[src/rtl/host_adapter_bus_interface_if.sv]
// BBC-side strobe/data bus and SCSI bus bundle for the host adapter register stage.
// The slave modport is the adapter itself; master is the host/bus-model side.
interface host_adapter_bus_interface_if;
    logic       nFC40RD;
    logic       nFC41RD;
    logic       nFC40WR;
    logic       nFC42WR;
    logic       nFC43WR;
    logic       nFC44WR;
    logic [7:0] bbc_DATA_in;
    logic [7:0] bbc_DATA_out;
    logic       bbc_DATA_oe;
    logic       nIRQ;

    logic       scsi_nBSY;
    logic       scsi_nREQ;
    logic       scsi_nMSG;
    logic       scsi_nCD;
    logic       scsi_nIO;
    logic [7:0] scsi_DATA_in;
    logic [7:0] scsi_DATA_out;
    logic       scsi_DATA_oe;
    logic       scsi_nACK;
    logic       scsi_nSEL;
    logic       scsi_nRST;

    modport slave (
        input  nFC40RD, nFC41RD, nFC40WR, nFC42WR, nFC43WR, nFC44WR, bbc_DATA_in,
        input  scsi_nBSY, scsi_nREQ, scsi_nMSG, scsi_nCD, scsi_nIO, scsi_DATA_in,
        output bbc_DATA_out, bbc_DATA_oe, nIRQ,
        output scsi_DATA_out, scsi_DATA_oe, scsi_nACK, scsi_nSEL, scsi_nRST
    );

    modport master (
        output nFC40RD, nFC41RD, nFC40WR, nFC42WR, nFC43WR, nFC44WR, bbc_DATA_in,
        output scsi_nBSY, scsi_nREQ, scsi_nMSG, scsi_nCD, scsi_nIO, scsi_DATA_in,
        input  bbc_DATA_out, bbc_DATA_oe, nIRQ,
        input  scsi_DATA_out, scsi_DATA_oe, scsi_nACK, scsi_nSEL, scsi_nRST
    );
endinterface

[src/rtl/host_adapter_bus_interface.sv]
// Host adapter &FC40-&FC44 register stage with SCSI REQ/ACK handshake.
// Optional SEL timeout is built only when SCSI_SEL_TIMEOUT_EN is defined.
module host_adapter_bus_interface #(
    parameter int RST_PULSE_CYCLES   = 32
`ifdef SCSI_SEL_TIMEOUT_EN
    ,
    parameter int SEL_TIMEOUT_CYCLES = 4096
`endif
) (
    input  logic                          clock,
    input  logic                          reset,
    host_adapter_bus_interface_if.slave   bus
);

    localparam int N_ASYNC   = 11;
    localparam int N_STROBE  = 6;
    localparam int IDX_RD40  = 0;
    localparam int IDX_RD41  = 1;
    localparam int IDX_WR40  = 2;
    localparam int IDX_WR42  = 3;
    localparam int IDX_WR43  = 4;
    localparam int IDX_WR44  = 5;
    localparam int IDX_BSY   = 6;
    localparam int IDX_REQ   = 7;
    localparam int IDX_MSG   = 8;
    localparam int IDX_CD    = 9;
    localparam int IDX_IO    = 10;
    localparam int RST_CNT_W = $clog2(RST_PULSE_CYCLES + 1);

    typedef enum logic [1:0] {
        ST_IDLE     = 2'd0,
        ST_WAIT_REQ = 2'd1,
        ST_ACK_LOW  = 2'd2
    } hs_state_e;

    logic [N_ASYNC-1:0]  async_in;
    logic [N_ASYNC-1:0]  meta_q;
    logic [N_ASYNC-1:0]  sync_q;
    logic [N_STROBE-1:0] prev_q;
    logic [7:0]          bbc_meta_q;
    logic [7:0]          bbc_sync_q;
    logic [7:0]          scsi_meta_q;
    logic [7:0]          scsi_sync_q;

    assign async_in = {bus.scsi_nIO, bus.scsi_nCD, bus.scsi_nMSG, bus.scsi_nREQ,
                       bus.scsi_nBSY, bus.nFC44WR, bus.nFC43WR, bus.nFC42WR,
                       bus.nFC40WR, bus.nFC41RD, bus.nFC40RD};

    // Active-low lines idle high, so the synchronisers reset high to avoid a false edge.
    genvar gi;
    generate
        for (gi = 0; gi < N_ASYNC; gi++) begin : g_ctrl_sync
            always_ff @(posedge clock) begin
                if (reset) begin
                    meta_q[gi] <= 1'b1;
                    sync_q[gi] <= 1'b1;
                end else begin
                    meta_q[gi] <= async_in[gi];
                    sync_q[gi] <= meta_q[gi];
                end
            end
        end

        for (gi = 0; gi < N_STROBE; gi++) begin : g_strobe_prev
            always_ff @(posedge clock) begin
                if (reset) begin
                    prev_q[gi] <= 1'b1;
                end else begin
                    prev_q[gi] <= sync_q[gi];
                end
            end
        end

        // Data buses share the strobe latency so a capture sees data from while the strobe was low.
        for (gi = 0; gi < 8; gi++) begin : g_data_sync
            always_ff @(posedge clock) begin
                if (reset) begin
                    bbc_meta_q[gi]  <= 1'b0;
                    bbc_sync_q[gi]  <= 1'b0;
                    scsi_meta_q[gi] <= 1'b0;
                    scsi_sync_q[gi] <= 1'b0;
                end else begin
                    bbc_meta_q[gi]  <= bus.bbc_DATA_in[gi];
                    bbc_sync_q[gi]  <= bbc_meta_q[gi];
                    scsi_meta_q[gi] <= bus.scsi_DATA_in[gi];
                    scsi_sync_q[gi] <= scsi_meta_q[gi];
                end
            end
        end
    endgenerate

    logic rd40_low, rd41_low, wr40_low, wr43_low;
    logic bsy_low, req_low, msg_low, cd_low, io_low;
    logic wr40_start, wr42_start, wr44_start;
    logic wr40_end, rd40_end, arm;

    assign rd40_low   = ~sync_q[IDX_RD40];
    assign rd41_low   = ~sync_q[IDX_RD41];
    assign wr40_low   = ~sync_q[IDX_WR40];
    assign wr43_low   = ~sync_q[IDX_WR43];
    assign bsy_low    = ~sync_q[IDX_BSY];
    assign req_low    = ~sync_q[IDX_REQ];
    assign msg_low    = ~sync_q[IDX_MSG];
    assign cd_low     = ~sync_q[IDX_CD];
    assign io_low     = ~sync_q[IDX_IO];

    assign wr40_start = prev_q[IDX_WR40] & ~sync_q[IDX_WR40];
    assign wr42_start = prev_q[IDX_WR42] & ~sync_q[IDX_WR42];
    assign wr44_start = prev_q[IDX_WR44] & ~sync_q[IDX_WR44];
    assign wr40_end   = ~prev_q[IDX_WR40] & sync_q[IDX_WR40];
    assign rd40_end   = ~prev_q[IDX_RD40] & sync_q[IDX_RD40];
    assign arm        = wr40_end | rd40_end;

    hs_state_e            state_q, state_d;
    logic [7:0]           scsi_data_q, scsi_data_d;
    logic                 scsi_oe_q, scsi_oe_d;
    logic [7:0]           bbc_data_q, bbc_data_d;
    logic                 bbc_oe_q, bbc_oe_d;
    logic                 irq_en_q, irq_en_d;
    logic                 nirq_q, nirq_d;
    logic                 nsel_q, nsel_d;
    logic                 nack_q, nack_d;
    logic                 nrst_q, nrst_d;
    logic [RST_CNT_W-1:0] rst_cnt_q, rst_cnt_d;
    logic                 irq_active;
    logic [7:0]           status_byte;
`ifdef SCSI_SEL_TIMEOUT_EN
    localparam int SEL_CNT_W = $clog2(SEL_TIMEOUT_CYCLES + 1);
    logic [SEL_CNT_W-1:0] sel_cnt_q, sel_cnt_d;
`endif

    assign irq_active  = irq_en_q & req_low;
    assign status_byte = {cd_low, io_low, req_low, irq_active, 2'b00, bsy_low, msg_low};

    // Handshake state machine; an &FC44 start overrides any arm in the same clock.
    always_comb begin
        state_d = state_q;
        case (state_q)
            ST_IDLE:     if (arm)      state_d = ST_WAIT_REQ;
            ST_WAIT_REQ: if (req_low)  state_d = ST_ACK_LOW;
            ST_ACK_LOW:  if (!req_low) state_d = ST_IDLE;
            default:                   state_d = ST_IDLE;
        endcase
        if (wr44_start) begin
            state_d = ST_IDLE;
        end
    end

    always_comb begin
        scsi_data_d = scsi_data_q;
        scsi_oe_d   = scsi_oe_q;
        bbc_data_d  = bbc_data_q;
        bbc_oe_d    = rd40_low | rd41_low;
        irq_en_d    = irq_en_q;
        nirq_d      = ~irq_active;
        nsel_d      = nsel_q;
        rst_cnt_d   = rst_cnt_q;
        // ACK falls one clock after entering ACK_LOW and rises the clock the FSM leaves it.
        nack_d      = ~((state_q == ST_ACK_LOW) && (state_d == ST_ACK_LOW));
`ifdef SCSI_SEL_TIMEOUT_EN
        sel_cnt_d   = sel_cnt_q;
`endif

        if (wr40_low) begin
            scsi_data_d = bbc_sync_q;
        end
        if (wr44_start || io_low) begin
            scsi_oe_d = 1'b0;
        end else if (wr40_start) begin
            scsi_oe_d = 1'b1;
        end

        if (rd40_low) begin
            bbc_data_d = scsi_sync_q;
        end else if (rd41_low) begin
            bbc_data_d = status_byte;
        end

        if (wr44_start) begin
            irq_en_d = 1'b0;
        end else if (wr43_low) begin
            irq_en_d = bbc_sync_q[0];
        end

        // BSY seen in the same clock as the &FC42 start suppresses SEL entirely.
        if (wr44_start || bsy_low) begin
            nsel_d = 1'b1;
`ifdef SCSI_SEL_TIMEOUT_EN
            sel_cnt_d = '0;
`endif
        end else if (wr42_start) begin
            nsel_d = 1'b0;
`ifdef SCSI_SEL_TIMEOUT_EN
            sel_cnt_d = SEL_CNT_W'(SEL_TIMEOUT_CYCLES);
        end else if (!nsel_q && (sel_cnt_q != '0)) begin
            sel_cnt_d = sel_cnt_q - SEL_CNT_W'(1);
            if (sel_cnt_q == SEL_CNT_W'(1)) begin
                nsel_d = 1'b1;
            end
`endif
        end

        if (wr44_start) begin
            rst_cnt_d = RST_CNT_W'(RST_PULSE_CYCLES);
        end else if (rst_cnt_q != '0) begin
            rst_cnt_d = rst_cnt_q - RST_CNT_W'(1);
        end
        nrst_d = (rst_cnt_d == '0);
    end

    always_ff @(posedge clock) begin
        if (reset) begin
            state_q     <= ST_IDLE;
            scsi_data_q <= 8'h00;
            scsi_oe_q   <= 1'b0;
            bbc_data_q  <= 8'h00;
            bbc_oe_q    <= 1'b0;
            irq_en_q    <= 1'b0;
            nirq_q      <= 1'b1;
            nsel_q      <= 1'b1;
            nack_q      <= 1'b1;
            nrst_q      <= 1'b1;
            rst_cnt_q   <= '0;
`ifdef SCSI_SEL_TIMEOUT_EN
            sel_cnt_q   <= '0;
`endif
        end else begin
            state_q     <= state_d;
            scsi_data_q <= scsi_data_d;
            scsi_oe_q   <= scsi_oe_d;
            bbc_data_q  <= bbc_data_d;
            bbc_oe_q    <= bbc_oe_d;
            irq_en_q    <= irq_en_d;
            nirq_q      <= nirq_d;
            nsel_q      <= nsel_d;
            nack_q      <= nack_d;
            nrst_q      <= nrst_d;
            rst_cnt_q   <= rst_cnt_d;
`ifdef SCSI_SEL_TIMEOUT_EN
            sel_cnt_q   <= sel_cnt_d;
`endif
        end
    end

    assign bus.scsi_DATA_out = scsi_data_q;
    assign bus.scsi_DATA_oe  = scsi_oe_q;
    assign bus.bbc_DATA_out  = bbc_data_q;
    assign bus.bbc_DATA_oe   = bbc_oe_q;
    assign bus.nIRQ          = nirq_q;
    assign bus.scsi_nSEL     = nsel_q;
    assign bus.scsi_nACK     = nack_q;
    assign bus.scsi_nRST     = nrst_q;

endmodule

[src/flat_wrapper.sv]
// flat-port wrapper written by rule: the top's interface ports become plain ports
module host_adapter_bus_interface_flat 
#(
    parameter int RST_PULSE_CYCLES   = 32

)
  (clock, reset, bus_nFC40RD, bus_nFC41RD, bus_nFC40WR, bus_nFC42WR, bus_nFC43WR, bus_nFC44WR, bus_bbc_DATA_in, bus_scsi_nBSY, bus_scsi_nREQ, bus_scsi_nMSG, bus_scsi_nCD, bus_scsi_nIO, bus_scsi_DATA_in, bus_bbc_DATA_out, bus_bbc_DATA_oe, bus_nIRQ, bus_scsi_DATA_out, bus_scsi_DATA_oe, bus_scsi_nACK, bus_scsi_nSEL, bus_scsi_nRST);
  host_adapter_bus_interface_if bus_i ();
  input  logic clock;
  input  logic reset;
  input wire logic [$bits(bus_i.nFC40RD)-1:0] bus_nFC40RD;
  input wire logic [$bits(bus_i.nFC41RD)-1:0] bus_nFC41RD;
  input wire logic [$bits(bus_i.nFC40WR)-1:0] bus_nFC40WR;
  input wire logic [$bits(bus_i.nFC42WR)-1:0] bus_nFC42WR;
  input wire logic [$bits(bus_i.nFC43WR)-1:0] bus_nFC43WR;
  input wire logic [$bits(bus_i.nFC44WR)-1:0] bus_nFC44WR;
  input wire logic [$bits(bus_i.bbc_DATA_in)-1:0] bus_bbc_DATA_in;
  input wire logic [$bits(bus_i.scsi_nBSY)-1:0] bus_scsi_nBSY;
  input wire logic [$bits(bus_i.scsi_nREQ)-1:0] bus_scsi_nREQ;
  input wire logic [$bits(bus_i.scsi_nMSG)-1:0] bus_scsi_nMSG;
  input wire logic [$bits(bus_i.scsi_nCD)-1:0] bus_scsi_nCD;
  input wire logic [$bits(bus_i.scsi_nIO)-1:0] bus_scsi_nIO;
  input wire logic [$bits(bus_i.scsi_DATA_in)-1:0] bus_scsi_DATA_in;
  output wire logic [$bits(bus_i.bbc_DATA_out)-1:0] bus_bbc_DATA_out;
  output wire logic [$bits(bus_i.bbc_DATA_oe)-1:0] bus_bbc_DATA_oe;
  output wire logic [$bits(bus_i.nIRQ)-1:0] bus_nIRQ;
  output wire logic [$bits(bus_i.scsi_DATA_out)-1:0] bus_scsi_DATA_out;
  output wire logic [$bits(bus_i.scsi_DATA_oe)-1:0] bus_scsi_DATA_oe;
  output wire logic [$bits(bus_i.scsi_nACK)-1:0] bus_scsi_nACK;
  output wire logic [$bits(bus_i.scsi_nSEL)-1:0] bus_scsi_nSEL;
  output wire logic [$bits(bus_i.scsi_nRST)-1:0] bus_scsi_nRST;
  assign bus_i.nFC40RD = bus_nFC40RD;
  assign bus_i.nFC41RD = bus_nFC41RD;
  assign bus_i.nFC40WR = bus_nFC40WR;
  assign bus_i.nFC42WR = bus_nFC42WR;
  assign bus_i.nFC43WR = bus_nFC43WR;
  assign bus_i.nFC44WR = bus_nFC44WR;
  assign bus_i.bbc_DATA_in = bus_bbc_DATA_in;
  assign bus_i.scsi_nBSY = bus_scsi_nBSY;
  assign bus_i.scsi_nREQ = bus_scsi_nREQ;
  assign bus_i.scsi_nMSG = bus_scsi_nMSG;
  assign bus_i.scsi_nCD = bus_scsi_nCD;
  assign bus_i.scsi_nIO = bus_scsi_nIO;
  assign bus_i.scsi_DATA_in = bus_scsi_DATA_in;
  assign bus_bbc_DATA_out = bus_i.bbc_DATA_out;
  assign bus_bbc_DATA_oe = bus_i.bbc_DATA_oe;
  assign bus_nIRQ = bus_i.nIRQ;
  assign bus_scsi_DATA_out = bus_i.scsi_DATA_out;
  assign bus_scsi_DATA_oe = bus_i.scsi_DATA_oe;
  assign bus_scsi_nACK = bus_i.scsi_nACK;
  assign bus_scsi_nSEL = bus_i.scsi_nSEL;
  assign bus_scsi_nRST = bus_i.scsi_nRST;
  host_adapter_bus_interface #(.RST_PULSE_CYCLES(RST_PULSE_CYCLES)) u_core (.clock(clock), .reset(reset), .bus(bus_i));
endmodule
[config.mk]
export PLATFORM = sky130hd
export DESIGN_NAME = host_adapter_bus_interface_flat
export DESIGN_NICKNAME = d
export VERILOG_FILES = /design/src/rtl/host_adapter_bus_interface_if.sv /design/src/rtl/host_adapter_bus_interface.sv /design/src/flat_wrapper.sv
export SDC_FILE = /design/constraint.sdc
export NUM_CORES = 1
export LEC_CHECK = 0
export ABC_AREA = 1
export CAP_MARGIN = 0
export CORE_MARGIN = 3
export CORE_UTILIZATION = 50
export CTS_CLUSTER_SIZE = 30
export DETAILED_ROUTE_END_ITERATION = 12
export PLACE_DENSITY = 0.82
export SETUP_SLACK_MARGIN = 0.4
export SYNTH_ARGS = -nofsm -noshare
export SYNTH_HDL_FRONTEND = slang
export SYNTH_SLANG_ARGS = --single-unit
[constraint.sdc]
create_clock -name clock -period 1.6 [get_ports clock]
set_input_delay 0.16 -clock clock [delete_from_list [all_inputs] [get_ports clock]]
set_output_delay 0.16 -clock clock [all_outputs]
set_load 0.02 [all_outputs]
* Word level (Yosys, flattened, before mapping) *
Cells that the tools add are included.

word-level totals
  register bits after elaboration = 89
  word-level logic and storage cells = 114
  bits of input ports = 29
  output and inout bits = 22

cells by class
  bitwise logic cells = 22
  equal/unequal tests = 4
  mux-type cells = 9
  add/sub/neg operators = 1
  reduce and logical (&&, ||, !) cells = 9

operators by type and width
  cell                   count
  $mux W8                2
  $not A1 Y1             14
  $mux W6                2
  $mux W2                4
  $and A1 B1 Y1          6
  $logic_not A6 Y1       1
  $pmux W2 S3            1
  $reduce_bool A6 Y1     1
  $reduce_or A2 Y1       3
  $sub A6 B1 Y6 const B  1
  $eq A2 B2 Y1 const B   2
  $eq A2 B1 Y1 const B   1
  $logic_not A2 Y1       1
  $logic_or A1 B1 Y1     2
  $ne A2 B2 Y1 const B   1
  $or A1 B1 Y1           2
  $logic_and A1 B1 Y1    1

* Logic depth before layout (Yosys ltp) *
Gate-level depths: netlist of run 1.

  depth after elaboration = 9
  gate-level depth with buffers = 10
  gate-level depth less buffers = 10

* Least setup slack after synthesis of run 1 *
Ideal clock, no wire load.

  path type = reg2reg
  start point = register u_core.rst_cnt_q[0]
  end point = register u_core.nrst_q (netlist: u_core.bus.scsi_nRST)
  path slack = 0.387 ns
  data required time = 1.539 ns
  cell stages (with the launch flop) = 11
  data arrival time = 1.151 ns
  buffers on the path = 0
  library setup time = 0.061 ns
  clock period less this slack = 1.213 ns
  cell sequence = dfxtp_1 inv_1 ha_1 nand3_4 nand2_4 inv_2 nand2_2 nand2_1 nor2_1 nand2_1 nand2_1

on the way
  word-level cells in the longest chain between the ends = 4
  elaborated cells on any way between the ends = 5
  classes of those cells = add/sub (1); mux (2); reduce/logical (2)

RTL lines
  element                                                     line                                                                  text
  start: declaration                                          host_adapter_bus_interface.sv:124                                     logic [RST_CNT_W-1:0] rst_cnt_q, rst_cnt_d;
  start signal: assignment                                    host_adapter_bus_interface.sv:238                                     rst_cnt_q <= rst_cnt_d;
  $sub A6 B1 Y6 / $reduce_bool A6 Y1 (equally long branches)  host_adapter_bus_interface.sv:206, host_adapter_bus_interface.sv:205
  $mux W6 (*)                                                 host_adapter_bus_interface.sv:205                                     end else if (rst_cnt_q != '0) begin
  $mux W6 (*)                                                 host_adapter_bus_interface.sv:203                                     if (wr44_start) begin
  $logic_not A6 Y1 (*)                                        host_adapter_bus_interface.sv:208                                     nrst_d = (rst_cnt_d == '0);
  end signal: assignment                                      host_adapter_bus_interface.sv:237                                     nrst_q <= nrst_d;
  end: declaration                                            host_adapter_bus_interface.sv:123                                     logic nrst_q, nrst_d;

Mark *: on every way between the ends. The rest lies on a longest branch, timed or not.
A chain may end at the register's enable or synchronous reset.

* Worst setup path in the final report of run 1 *
  start point = register u_core.rst_cnt_q[1]
  end point = register u_core.nrst_q (netlist: u_core.bus.scsi_nRST)

The elaborated chain is that of the path after synthesis.

==> impl_metrics.toml, run 1 <==
[yosys]
ys_warn_count = 0
synth_common_cells = "89 x dfxtp_1, 65 x nor2_1, 45 x inv_1"
synth_edf_count = 0
ys_seq_area_share_pct = 61.8
synth_top_cell_area_share_pct = 61.8
syn_area_mm2 = 0.00288
synth_top_flop_cell = "dfxtp_1"
synth_top_cells_by_area = "dfxtp_1 62%, nor2_1 8.5%, inv_1 5.9%"
ys_types = 27
yosysMostFrequentCell = "dfxtp_1"
syn_nets = 354
synth_area_leader_cell = "dfxtp_1"
syn_inst = 323
syn_area_per_cell_um2 = 8.92
ys_seq_elements = 89
async_reset_ff_share_pct = 0

[detailed_routing]
wl_mm = 5.36
drt-pass1-iter-count = 4
wl_per_cell_um = 11.7
ant_nets = 0
drc = 0
drtIter0Drc = 162
vias = 2115
avgViaCountPerCell = 4.60

[final_layout]
n_antenna_cell = 0
fin_nets = 415
drive_above_1_share_pct = 22.2
final_cells = 460
areaGrowthSynthToFinish_pct = 28.3
utilization_pct = 66.8
fillers = 466
finish.instance_area_mm2 = 0.00370

[critical_path]
worst-path-buf-inv = 1
worstPathMaxFanout = 4
worstSetupEndpointType = "register"
crit_type = "reg2reg"
slowest_stage = "dfxtp_2"
reg2reg_slack_ns = 0.40
startpoint = "u_core.rst_cnt_q[1]$_SDFF_PP0_"
crit_required_ns = 1.90
r2r_start = "u_core.rst_cnt_q[1]$_SDFF_PP0_"
setup.worst_path.end = "u_core.bus.scsi_nRST$_SDFF_PP1_"
cp-start-kind = "register"
r2r_end = "u_core.bus.scsi_nRST$_SDFF_PP1_"
max_stage_delay_ns = 0.36
cp_top_family = "simple AND/OR/NAND/NOR gates"
r2r_cells = 9
cp.arrival_ns = 1.49
crit_chain = "inv_4 -> ha_4 -> nand3_4 -> nand2_1 -> nand3_1 -> nand2_1 -> nor2_1 -> nand2_1 -> nand2_1"
worst-path-stages = 9
cpMostUsedCell = "nand2_1"

[floorplanning]
core_mm2 = 0.00554
die-area_mm2 = 0.00671
io_pins = 51
num_rows = 27
die_w_um = 81.9
die_y_um = 81.9
start_util_pct = 52.0

[hold_path]
hp-class = "in2reg"
holdPathStages = 2

[clock_network]
htreeDepth = 3
clk_pin_slew_worst_paths_ns = 0.08
ctsHoldBuffers = 0
clockBufferDepth = 2
cts_root_buf = "clkbuf_8"
tritoncts = "built"
clock-sinks = 89
clkLatencyLatePin_ns = 0.34
cts_made_buffers = 9

[power]
p_total_mw = 5.05
vdd_drop_max_v = 0.000687
leakagePower_nw = 1.67
powerDensity_mw_per_mm2 = 1370

[sta]
tns_ns = 0
worstMarginPinSlew_ns = 0.250
setup_viol = 0
rsz0062_at_grt = "yes"
setup_ws_ns = 0.403
hold_viol = 0
fin_crit_ns = 1.20
slew_headroom_pct = 83.2
fin_crit_sh_pct = 74.8
slew_viol_final = 0
skew_ns = 0.00660
hold_slack_ns = 0.140
fmax_mhz = 836

[place]
place_congestion = 0.716
dp_worst_setup_slack_ns = 0.261
hpwlAfterDp_mm = 3.45
numPortBuffers = 50
placed_area_mm2 = 0.00347
placedCellCount = 439

[global_routing]
grt_pass1_wl_mm = 8.36
grt_usage_pct = 16.7
grt_pass1_vias = 1857
antenna_found_initial = 0
grt_start_max_net_pins = 31
grt_overflow = 0

[status]
outcome = "finished clean"

[job]
cap_viol_max_count = 0
power by group:
part	internal, mW	switching, mW	total [mW]
Sequential	2.37	0.106	2.47
Combinational	0.479	0.601	1.08
Clock	0.794	0.702	1.50
cell usage in the layout (no fill, tap or decap), types with 2 or more instances in the layout:
master / synthesis / final
a21oi_1: 9 / 9
buf_4: 0 / 8
clkbuf_2: 0 / 12
clkbuf_8: 0 / 11
clkdlybuf4s15_1: 0 / 8
clkdlybuf4s50_1: 0 / 27
clkinv_2: 0 / 2
dfxtp_1: 89 / 84
dfxtp_2: 0 / 5
dlygate4sd2_1: 0 / 3
inv_1: 45 / 42
inv_2: 3 / 3
inv_4: 0 / 3
nand2_1: 35 / 33
nand2_2: 2 / 4
nand2_4: 2 / 2
nand3_1: 6 / 5
nand4_1: 4 / 4
nor2_1: 65 / 65
nor2_4: 2 / 2
nor3_1: 2 / 2
o211ai_1: 4 / 4
o21ai_0: 10 / 10
or2_2: 23 / 23
kinds of logic (layout without fill, tap and decap cells):
family / Yosys count / in the layout / synth area share, %
AO/OA/AOI/OAI: 24 / 24 / 4.64
XOR/XNOR: 2 / 2 / 0.608
adder cells (fa/ha/maj): 2 / 2 / 0.868
buffers and inverters: 59 / 124 / 7.90
flip-flops: 89 / 89 / 61.8
multiplexers: 1 / 1 / 0.347
AND/OR/NAND/NOR: 146 / 146 / 23.8
worst register-to-register path: stages, from the launching register on:
cell,delay (ns)
dfxtp_2,0.36
inv_4,0.05
ha_4,0.17
nand3_4,0.11
nand2_1,0.08
nand3_1,0.10
nand2_1,0.06
nor2_1,0.11
nand2_1,0.05
nand2_1,0.04
cell type report:
class / instances / area [um2] / area share (%)
inverters: 49 / 195 / 5.28
multi-input cells: 175 / 908 / 24.6
repair buffers: 60 / 522 / 14.1
flip-flops and latches: 89 / 1790 / 48.3
clock buffers: 12 / 155 / 4.19
clock inverters: 3 / 40.0 / 1.08
well taps: 72 / 90.1 / 2.44
what timing repair did:
action,CTS,global route
hold endpoints to repair,0,0
pin swaps,0,4
setup endpoints to repair,28,26
gates resized for setup,40,31
gates cloned,0,0
setup buffers,0,6
routing by layer:
| layer | wire (um) | track usage, % | up-vias |
|---|---|---|---|
| met2 | 2710 | 28.0 | 60 |
| met3 | 323 | 5.37 | 11 |
| met1 | 2230 | 19.5 | 951 |
| met4 | 95 | 7.14 | 0 |
| li1 | - | - | 1093 |
| met5 | 0 | 0 | - |
sequential cells by signal, summed over array words and instances, names as in the netlist, 2 cells and up:
signal	count
u_core.scsi_meta_q	8
u_core.state_q	2
u_core.rst_cnt_q	6
u_core.bbc_meta_q	8
u_core.bus.scsi_DATA_out	8
u_core.scsi_sync_q	8
u_core.bbc_sync_q	8
u_core.bus.bbc_DATA_out	8
u_core.meta_q	11
u_core.prev_q	4
u_core.sync_q	11
worst min path at each step:
| stage | from | to |
|---|---|---|
| after global routing | reset | u_core.scsi_meta_q[0]$_SDFF_PP0_ |
| after CTS | reset | u_core.scsi_meta_q[0]$_SDFF_PP0_ |
| after floorplan | bus_nFC40RD | u_core.meta_q[0]$_SDFF_PP1_ |
| after global placement | u_core.bbc_meta_q[2]$_SDFF_PP0_ | u_core.bbc_sync_q[2]$_SDFF_PP0_ |
| after detailed placement | u_core.meta_q[8]$_SDFF_PP1_ | u_core.sync_q[8]$_SDFF_PP1_ |
| final | reset | u_core.scsi_meta_q[0]$_SDFF_PP0_ |
No activity file was read; power rests on OpenSTA's default activity.
==> run 2: changes to the inputs <==
==> constraint.sdc (replaced) <==
create_clock -name clock -period 1.2 [get_ports clock]
set_input_delay 0.12 -clock clock [delete_from_list [all_inputs] [get_ports clock]]
set_output_delay 0.12 -clock clock [all_outputs]
set_load 0.02 [all_outputs]
==> impl_metrics.toml, run 2 (synthesized netlist as in run 1, its figures left out) <==
[sta]
tns_ns = 0
slew_headroom_pct = 84.4
rsz0062_at_grt = "yes"
worstMarginPinSlew_ns = 0.234
skew_ns = 0.00680
setup_viol = 0
slew_viol_final = 0
fin_crit_sh_pct = 97.9
setup_ws_ns = 0.0253
fin_crit_ns = 1.17
hold_viol = 0
fmax_mhz = 851

[place]
numPortBuffers = 50
placedCellCount = 440
place_congestion = 0.740
hpwlAfterDp_mm = 3.43
dp_worst_setup_slack_ns = 0.0324

[clock_network]
cts_made_buffers = 9
cts_root_buf = "clkbuf_8"
clockBufferDepth = 2
tritoncts = "built"
clkLatencyLatePin_ns = 0.34
ctsHoldBuffers = 0
htreeDepth = 3
clock-sinks = 89
clk_pin_slew_worst_paths_ns = 0.07

[power]
leakagePower_nw = 1.79
p_clk_share_pct = 28.3
pwr-share-seq_pct = 48.4
switching_share_pct = 27.7
intPower_mw = 4.95
p_switching_mw = 1.89
pwr-share-comb_pct = 23.3
powerDensity_mw_per_mm2 = 1710
vdd_drop_max_v = 0.000807

[detailed_routing]
vias = 2143
drt-pass1-iter-count = 4
drtIter0Drc = 152
ant_nets = 0
wl_mm = 5.30
avgViaCountPerCell = 4.57
drc = 0
wl_per_cell_um = 11.3

[critical_path]
cp.arrival_ns = 1.46
crit_required_ns = 1.48
worstPathMaxFanout = 4
cp-start-kind = "register"
worstSetupEndpointType = "register"
r2r_cells = 10
crit_type = "reg2reg"

[final_layout]
final_cell_mix = "63 x nor2_1, 62 x dfxtp_1, 42 x inv_1, 30 x nand2_1, 27 x clkdlybuf4s50_1"
n_antenna_cell = 0
largestRegisters = "u_core.meta_q: 11 flops, u_core.sync_q: 11 flops"
final_cells = 469
areaGrowthSynthToFinish_pct = 38.7
final_common_cell = "nor2_1"
drive_above_1_share_pct = 35.3
fin_nets = 424

[global_routing]
grt_pass1_wl_mm = 8.54
grt_usage_pct = 16.9
grt_start_max_net_pins = 40
antenna_found_initial = 0
grt_pass1_vias = 1996
grt_overflow = 0

[job]
cap_viol_max_count = 0

[status]
outcome = "finished clean"

[floorplanning]
core_mm2 = 0.00554
io_pins = 51
start_util_pct = 52.0
die_w_um = 81.9
die_y_um = 81.9
num_rows = 27
die-area_mm2 = 0.00671

[hold_path]
holdPathStages = 3
hp-class = "in2reg"
-- run 2: final cells by class --
cell class / instances / area [um2]
Clock buffer: 13 / 149
Clock inverter: 2 / 38.8
Fill cell: 417 / 1540
Inverter: 49 / 204
Multi-Input combinational cell: 175 / 997
Sequential cell: 89 / 1820
Tap cell: 72 / 90.1
Timing Repair Buffer: 69 / 697
-- run 2: path summary, 6_finish.rpt --
kind                                     endpoint  slack (ns)                             from
setup / recovery  u_core.bus.scsi_nRST$_SDFF_PP1_        0.03   u_core.rst_cnt_q[1]$_SDFF_PP0_
hold / removal    u_core.bus.scsi_nRST$_SDFF_PP1_        0.12                            reset
setup reg to reg  u_core.bus.scsi_nRST$_SDFF_PP1_        0.03   u_core.rst_cnt_q[1]$_SDFF_PP0_
hold reg to reg   u_core.bbc_sync_q[1]$_SDFF_PP0_        0.40  u_core.bbc_meta_q[1]$_SDFF_PP0_
-- run 2: timing repair --
item                       CTS  global route
setup buffers               10             4
gates resized for setup    153            40
pin swaps                    6             4
setup endpoints to repair   44            49
-- run 2: critical path, cell delays in order (launching register included) --
cell and delay, ns:
dfxtp_4 0.36, inv_4 0.08, ha_4 0.15, nand3_4 0.10
nand2_4 0.10, inv_4 0.04, nand2_2 0.06, nand2_1 0.06
nor2_1 0.08, nand2_1 0.05, nand2_1 0.04
-- run 2: power by group through the flow --
stage	registers, mW	clock network [mW]	logic [mW]
final	3.31	1.93	1.60
after global placement	3.34	0	1.22
after floorplan	3.37	0	0.913
after global routing	3.33	2.11	1.76
after detailed placement	3.35	0	1.30
after CTS	3.30	1.98	1.40
-- run 2: layer usage --
metal	wire, um	track usage (%)	part of all wire, %
met1	2120	18.8	40
met2	2840	30.3	54
met3	245	3.40	4.6
met4	92	8.64	1.7
met5	0	0	0
-- run 2: stage by stage --
stage | power (mW) | util [%] | instance area (um2) | hold WS [ns]
6_report | 6.84 | 72.2 | 4000 | 0.123
5_1_grt | 7.20 | 72.2 | 4000 | 0.139
4_1_cts | 6.68 | 69.8 | 3870 | 0.121
3_5_place_dp | 4.65 | 63.8 | 3540 | 0.393
3_3_place_gp | 4.57 | 63.8 | 3540 | 0.389
2_1_floorplan | 4.28 | - | 2960 | 0.224
==> run 3: changes to the inputs <==
--- a/config.mk
+++ b/config.mk
@@ -16,3 +16,4 @@
 export SYNTH_ARGS = -nofsm -noshare
 export SYNTH_HDL_FRONTEND = slang
 export SYNTH_SLANG_ARGS = --single-unit
+export TNS_END_PERCENT = 1
==> impl_metrics.toml, run 3 (synthesized netlist as in run 1, its figures left out) <==
[status]
outcome = "complete, but fails checks"
violations = "negative setup slack"

[floorplanning]
die_w_um = 81.9
core_mm2 = 0.00554
start_util_pct = 52.0
die_y_um = 81.9
io_pins = 51
die-area_mm2 = 0.00671
num_rows = 27

[critical_path]
cp.arrival_ns = 1.47
crit_type = "reg2reg"
worst-path-buf-inv = 1
r2r_start = "u_core.rst_cnt_q[0]$_SDFF_PP0_"
crit_chain = "inv_4 -> ha_4 -> nand2_2 -> xor2_2 -> nor2_1 -> nor2_1 -> nand2_1 -> nand2_1"
reg2reg_slack_ns = -0.02
worstPathMaxFanout = 4
max_stage_delay_ns = 0.35
r2r_cells = 8
r2r_end = "u_core.bus.scsi_nRST$_SDFF_PP1_"
cp_top_family = "simple AND/OR/NAND/NOR gates"
cp-start-kind = "register"
worstSetupEndpointType = "register"
crit_required_ns = 1.45
slowest_stage = "dfxtp_2"
worst-path-stages = 8

[global_routing]
grt_pass1_vias = 1971
grt_start_max_net_pins = 19
grt_usage_pct = 17.8
grt_pass1_wl_mm = 8.79
grt_overflow = 0
antenna_found_initial = 0

[place]
hpwlAfterDp_mm = 3.54
placedCellCount = 444
place_congestion = 0.762
numPortBuffers = 50

[final_layout]
areaGrowthSynthToFinish_pct = 36.1
largestRegisters = "u_core.meta_q: 11 flops, u_core.sync_q: 11 flops"
n_antenna_cell = 0
final_cells = 462
drive_above_1_share_pct = 34.4
fin_nets = 417
final_cell_mix = "64 x dfxtp_1, 61 x nor2_1, 42 x inv_1, 29 x nand2_1, 27 x clkdlybuf4s50_1"
final_common_cell = "dfxtp_1"

[clock_network]
cts_made_buffers = 9
cts_root_buf = "clkbuf_8"
clockBufferDepth = 2
clk_pin_slew_worst_paths_ns = 0.08
clkLatencyLatePin_ns = 0.36
tritoncts = "built"
htreeDepth = 3
ctsHoldBuffers = 0
clock-sinks = 89

[power]
powerDensity_mw_per_mm2 = 1830
p_switching_mw = 1.98
leakagePower_nw = 1.74
p_clk_share_pct = 32.8
intPower_mw = 5.22
pwr-share-comb_pct = 21.3
p_total_mw = 7.19
pwr-share-seq_pct = 45.9
vdd_drop_max_v = 0.000964
switching_share_pct = 27.5

[sta]
fin_crit_ns = 1.22
hold_viol = 0
fin_crit_sh_pct = 101
setup_ws_ns = -0.0158
worstMarginPinSlew_ns = 0.250
setup_viol = 1
slew_headroom_pct = 83.2
skew_ns = 0.00544
rsz0062_at_grt = "yes"
fmax_mhz = 823
slew_viol_final = 0

[hold_path]
hold_start = "reset"
hp-class = "in2reg"
whs_endpoint = "u_core.scsi_sync_q[3]$_SDFF_PP0_"
holdPathStages = 2

[detailed_routing]
avgViaCountPerCell = 4.61
drt-pass1-iter-count = 4
wl_mm = 5.53
wl_per_cell_um = 12.0
drtIter0Drc = 119
ant_nets = 0
vias = 2132
drc = 0

[job]
cap_viol_max_count = 0
run 3: area by class of cell:
class                           count  area [um2]
Inverter                           49         193
Fill cell                         401        1620
Clock inverter                      5         105
Timing Repair Buffer               62         613
Multi-Input combinational cell    175         982
Tap cell                           72        90.1
Sequential cell                    89        1810
Clock buffer                       10         128
run 3: through the flow:
step | hold slack [ns] | utilization [%] | worst slack [ns] | cell area [um2] | TNS [ns]
floorplan | 0.224 | - | 0.112 | 2920 | 0
global placement | 0.391 | 63.6 | 0.0726 | 3520 | 0
detailed placement | 0.392 | 63.6 | 0.0196 | 3520 | 0
CTS | 0.0540 | 68.0 | 0.0335 | 3770 | 0
global route | 0.0731 | 70.8 | -0.0887 | 3920 | -0.126
finish | 0.0623 | 70.8 | -0.0158 | 3920 | -0.0158
run 3: worst max-delay path by stage:
stage	endpoint	slack [ns]	startpoint
after global routing	u_core.bus.scsi_nRST$_SDFF_PP1_	-0.09	u_core.rst_cnt_q[0]$_SDFF_PP0_
after floorplan	u_core.bus.scsi_nRST$_SDFF_PP1_	0.11	u_core.rst_cnt_q[1]$_SDFF_PP0_
after detailed placement	u_core.bus.scsi_nRST$_SDFF_PP1_	0.02	u_core.rst_cnt_q[0]$_SDFF_PP0_
after CTS	u_core.bus.scsi_nRST$_SDFF_PP1_	0.03	u_core.rst_cnt_q[0]$_SDFF_PP0_
after global placement	u_core.bus.scsi_nRST$_SDFF_PP1_	0.07	u_core.rst_cnt_q[0]$_SDFF_PP0_
final	u_core.bus.scsi_nRST$_SDFF_PP1_	-0.02	u_core.rst_cnt_q[0]$_SDFF_PP0_
run 3: repair_timing:
action / in CTS / in global routing
pin swaps: 3 / 28
endpoints found under the setup margin: 46 / 52
resized for setup: 29 / 151
setup buffers: 3 / 0
run 3: power by group through the flow:
stage / clock (mW) / combinational [mW] / sequential (mW)
6_report: 2.36 / 1.53 / 3.30
5_1_grt: 2.53 / 1.69 / 3.32
4_1_cts: 2.39 / 1.37 / 3.28
3_5_place_dp: 0 / 1.27 / 3.35
3_3_place_gp: 0 / 1.21 / 3.34
2_1_floorplan: 0 / 0.888 / 3.37
run 3: worst reg2reg max path, delay by kind of cell (launching register included):
kind,cells,cell delay (ns)
adder cells (fa/ha/maj),1,0.14
AND/OR/NAND/NOR,5,0.39
XOR/XNOR,1,0.15
flip-flops,1,0.35
buffers and inverters,1,0.08
run 3: metal layers:
| metal | track usage (%) | vias to the layer above | wire [um] |
|---|---|---|---|
| met5 | 0 | - | 0 |
| met4 | 9.30 | 0 | 193 |
| met3 | 6.80 | 18 | 282 |
| met2 | 29.1 | 66 | 2750 |
| met1 | 20.0 | 956 | 2310 |
| li1 | - | 1092 | - |
